$ cat src/rtl/pdm_pkg.sv
// Shared constants and derived widths for the PDM-to-PCM filter chain.
package pdm_pkg;

   localparam int WIN      = 255;
   localparam int OUT_W    = 8;
   localparam int DEC_NUM  = 11;
   localparam int DEC_DEN  = 16;
   localparam int AVG_TAPS = 4;

   localparam int PH_W  = $clog2(DEC_DEN);
   localparam int ACC_W = OUT_W + $clog2(AVG_TAPS);

endpackage

$ cat src/rtl/pdm_frac_strobe.sv
// Fractional-rate strobe: phase accumulator that fires DEC_NUM times per DEC_DEN clocks.
module pdm_frac_strobe
   import pdm_pkg::*;
(
   input  logic clk,
   input  logic rst,
   output logic stb
);

   logic [PH_W-1:0] p;
   logic [PH_W:0]   p_sum;

   // One extra bit keeps the wrap visible; it is exactly the strobe.
   assign p_sum = {1'b0, p} + (PH_W+1)'(DEC_NUM);
   assign stb   = (p_sum >= (PH_W+1)'(DEC_DEN));

   always_ff @(posedge clk) begin
      if (rst) begin
         p <= '0;
      end else begin
         p <= p_sum[PH_W-1:0];
      end
   end

endmodule

$ cat src/rtl/pdm_filter.sv
// PDM bitstream to PCM: 255-bit boxcar, 11/16 fractional decimator, 4-tap average.
module pdm_filter
   import pdm_pkg::*;
(
   input  logic             clk,
   input  logic             rst,
   input  logic             in,
   output logic [OUT_W-1:0] out
);

   logic [WIN-1:0]   win;
   logic [OUT_W-1:0] s;
   logic [OUT_W-1:0] s_next;
   logic [OUT_W-1:0] h0, h1, h2, h3;
   logic             hist_upd;
   logic             stb;
   logic [ACC_W-1:0] hist_sum;

   pdm_frac_strobe u_strobe (
      .clk (clk),
      .rst (rst),
      .stb (stb)
   );

   // Running ones-count: only the bit entering and the bit leaving matter.
   always_comb begin
      s_next = s;
      if (in && !win[WIN-1]) begin
         s_next = s + OUT_W'(1);
      end else if (!in && win[WIN-1]) begin
         s_next = s - OUT_W'(1);
      end
   end

   assign hist_sum = ACC_W'(h0) + ACC_W'(h1) + ACC_W'(h2) + ACC_W'(h3);

   always_ff @(posedge clk) begin
      if (rst) begin
         win      <= '0;
         s        <= '0;
         h0       <= '0;
         h1       <= '0;
         h2       <= '0;
         h3       <= '0;
         hist_upd <= 1'b0;
         out      <= '0;
      end else begin
         win      <= {win[WIN-2:0], in};
         s        <= s_next;
         hist_upd <= stb;
         if (stb) begin
            h3 <= h2;
            h2 <= h1;
            h1 <= h0;
            h0 <= s;
         end
         // Dropping the low bits is the truncating divide by AVG_TAPS.
         if (hist_upd) begin
            out <= hist_sum[ACC_W-1:ACC_W-OUT_W];
         end
      end
   end

endmodule

$ cat config.mk
export PLATFORM = sky130hd
export DESIGN_NAME = pdm_filter
export DESIGN_NICKNAME = d
export VERILOG_FILES = /design/src/rtl/pdm_pkg.sv /design/src/rtl/pdm_frac_strobe.sv /design/src/rtl/pdm_filter.sv
export SDC_FILE = /design/constraint.sdc
export NUM_CORES = 1
export LEC_CHECK = 0
export BUFFER_PORTS_ARGS = -buffer_cell sky130_fd_sc_hd__buf_2
export CORE_MARGIN = 2
export CORE_UTILIZATION = 45
export CTS_CLUSTER_SIZE = 20
export DETAILED_ROUTE_END_ITERATION = 12
export PLACE_DENSITY_LB_ADDON = 0.3
export SLEW_MARGIN = 40
export SYNTH_ARGS = -nofsm -noshare
export SYNTH_HDL_FRONTEND = slang
export SYNTH_SLANG_ARGS = --single-unit
$ cat constraint.sdc
create_clock -name clk -period 5.6 [get_ports clk]
set_input_delay 0.56 -clock clk [delete_from_list [all_inputs] [get_ports clk]]
set_output_delay 0.56 -clock clk [all_outputs]
set_load 0.005 [all_outputs]
==> metrics.md <==
| Metric | Value |
|---|---|
| Ys Warns | 0 |
| Design area | ~11000 sq um |
| Crit-path max cell delay | ~0.53 ns |
| Routed wire per std cell | about 11 um |
| CTS resizes | 0 |
| Maximum VDD drop | roughly 0.00025 V |
| Crit path top cell by count | fa_1 |
| Crit path max-delay family | adder cells |
| Crit path cell chain | inv_1, fa_1, inv_1, fa_1, nand3b_1, fa_1, nor2b_1, o21a_1, o211ai_1, a2111o_1, nand3_1 |
| Hold_buf cts | 0 |
| MaxCap Viol Count | 0 |
| Finished Core Util | between 50% and 60% |
| Main synth FF type | dfxtp_1 |
| Global-route wire length before repair | about 23000 um |
| Root Buffer | clkbuf_16 |
| Vias in the first global route | just over 5000 |
| Synth Register Bits | between 300 and 400 |
| Most common cell after layout, fill and taps aside | dfxtp_1 |
| HPWL Detailed | around 6600 um |
| CTS H-Tree Depth | 1 |
| Worst hold path class | in2reg |
| IO Port Bufs | 10 |
| EDFF count, synth | 0 |
| Total track usage | a little under an eighth |
| Area of the multi-input gates | 3160 sq um |
| FP Rows | 53 |
| Layout cell share with drive strength beyond 1 | approximately 7.5% |
| Pwr per Cell Area | 413 nW/um^2 |
| Pin count of the biggest net entering global routing | ~130 |
| RSZ-0062 raised after global routing | no |
| Via Count | 5179 |
| Register area share after synthesis | a little under two thirds |
| Clock Latency Late Sink | between 0.5 and 0.6 ns |
| P&R area growth vs syn | 14.1% |
| Mapped Area | ~9700 sq um |
| TritonCTS clock tree | yes |
| Layout Skew | 0.00811 ns |
| Tightest Pin Transition | 0.584 ns |
| Fin Setup TNS | 0 ns |
| Routed wire length | between 10000 and 15000 um |
| Synthesized Nets | between 900 and 1000 |
| WHS | 0.290 ns |
| Register area | approximately 6200 sq um |
| Die width | 151 um |
| Initial DRC Count | approximately 240 |
| Max Freq | roughly 0.34 GHz |
| Endpoints failing setup | 0 |
| Clk pin slew, worst setup/hold paths | approximately 0.07 ns |
| Nets | ~920 |
| Crit. End Element | flop |
| Tmin final | approximately 2.9 ns |
| Antenna Cells | 0 |
| Fill count | ~1900 |
| Initial antenna violation count | 0 |
| Initial DRT Pass Iterations | 4 |
| Async set-reset flop share out of synthesis | 0% |
| Final setup margin | 2.67 ns |
| Max FO, Critical Path | 3 |
| Clock sink total | between 300 and 400 |
| Netlist cell types | 39 |
| Post-DRT Antenna Nets | 0 |
| Final Cycle Share | between 50 and 60% |
| Mean Syn Cell Area | between 10 and 15 sq um |
| Number of setup buffers added after CTS | 0 |
| Arrival time at the worst endpoint | between 3 and 4 ns |
| Ports | 11 |
| Final max-slew violation count | 0 |
| DRC errors left | 0 |
| Die area | between 20000 and 25000 sq um |
| Leak | 4.35 nW |
| Total grt overflow | 0 |
| Pre-CTS WS | ~2.7 ns |
| Final Hold Violating Endpoints | 0 |
| Status | complete, no violations |
| CTS buffer count | 31 |
| Synth Instances | 883 |
| Worst rel slew slack | between 60% and 70% |
| Vias/cell | approximately 4.4 |
| Worst-case clock buffer depth | 3 |
| Most frequent cells in the layout | 308 x dfxtp_1, 257 x nor2b_1, 74 x nand2_1 |
| GP Congestion | 0.728 |
| Slowest CP cell | fa_1 |
| Worst path bufs/invs | 2 |
| Dpl cell area | 9970 sq um |
| Kind of critical path | reg2reg |
| Initial Util | 45.9% |
| Critical path launch point type | flop |
| Die Y | approximately 150 um |
| Core area | roughly 21000 sq um |
| Worst EP required | roughly 6 ns |
-- cell families after synthesis --
logic type,count (synthesis),share of synthesized area [%]
mux,6,0.634
simple gates,367,21.3
xor+xnor,10,0.906
compound gates,70,4.33
buf+inv,90,3.56
fa+ha+maj,32,5.46
flops,308,63.8
-- cell type report --
cell class / instances / area share [%]
Clock inverter: 18 / 2.19
Multi-Input combinational cell: 485 / 28.7
Timing Repair Buffer: 13 / 1.04
Tap cell: 275 / 3.12
Inverter: 47 / 1.60
Sequential cell: 308 / 55.9
Clock buffer: 40 / 7.52
-- state kept, by name, summed over array words and instances, names as in the netlist --
name        count
h0              8
h1              8
h2              8
h3              8
hist_upd        1
out             8
s               8
u_strobe.p      4
win           255
-- final timing paths --
path / start / end / slack [ns] / cells after the start
worst min-delay path: in / win[0] / 0.29 / 2
worst max register to register: h0[1] / out[5] / 2.67 / 11
worst min register to register: win[153] / win[154] / 0.43 / 1
worst max-delay path: h0[1] / out[5] / 2.67 / 11
-- layer usage --
metal	up-vias	track usage, %	wire length (um)	part of all wire (%)
li1	2742	-	-	-
met2	53	18.0	5070	40
met4	0	4.39	337	2.7
met5	-	0	0	0
met1	2355	16.5	6700	53
met3	29	3.24	557	4.4
-- cells in the mapped netlist (3+ instances only) --
| library cell | number | area, sq um |
|---|---|---|
| buf_2 | 5 | 25.0 |
| ha_1 | 15 | 188 |
| inv_1 | 47 | 176 |
| o21ai_0 | 3 | 15.0 |
| o21a_1 | 4 | 30.0 |
| nor3_1 | 4 | 20.0 |
| clkbuf_1 | 35 | 131 |
| nand3_1 | 7 | 35.0 |
| nor2_1 | 17 | 63.8 |
| a21oi_1 | 42 | 210 |
| o31ai_1 | 3 | 22.5 |
| mux2i_1 | 5 | 50.1 |
| a31oi_1 | 3 | 18.8 |
| dfxtp_1 | 308 | 6170 |
| a21o_1 | 4 | 30.0 |
| nand2_1 | 74 | 278 |
| xor2_1 | 5 | 43.8 |
| buf_1 | 3 | 11.3 |
| xnor2_1 | 5 | 43.8 |
| fa_1 | 17 | 340 |
| nor2b_1 | 257 | 1610 |
-- through the flow --
| step | power, mW | instances |
|---|---|---|
| after CTS | 4.63 | 1186 |
| after global placement | 2.50 | 1127 |
| after detailed placement | 2.50 | 1128 |
| after floorplan | 2.46 | 883 |
| final | 4.56 | 1186 |
| after global routing | 4.75 | 1186 |
-- power breakdown --
part           leakage, nW  internal, mW  switching [mW]
Combinational         1.35        0.0705           0.137
Clock                0.519          1.28           0.829
Sequential            2.48          2.22          0.0237
Power figures use the tool's default switching activity.
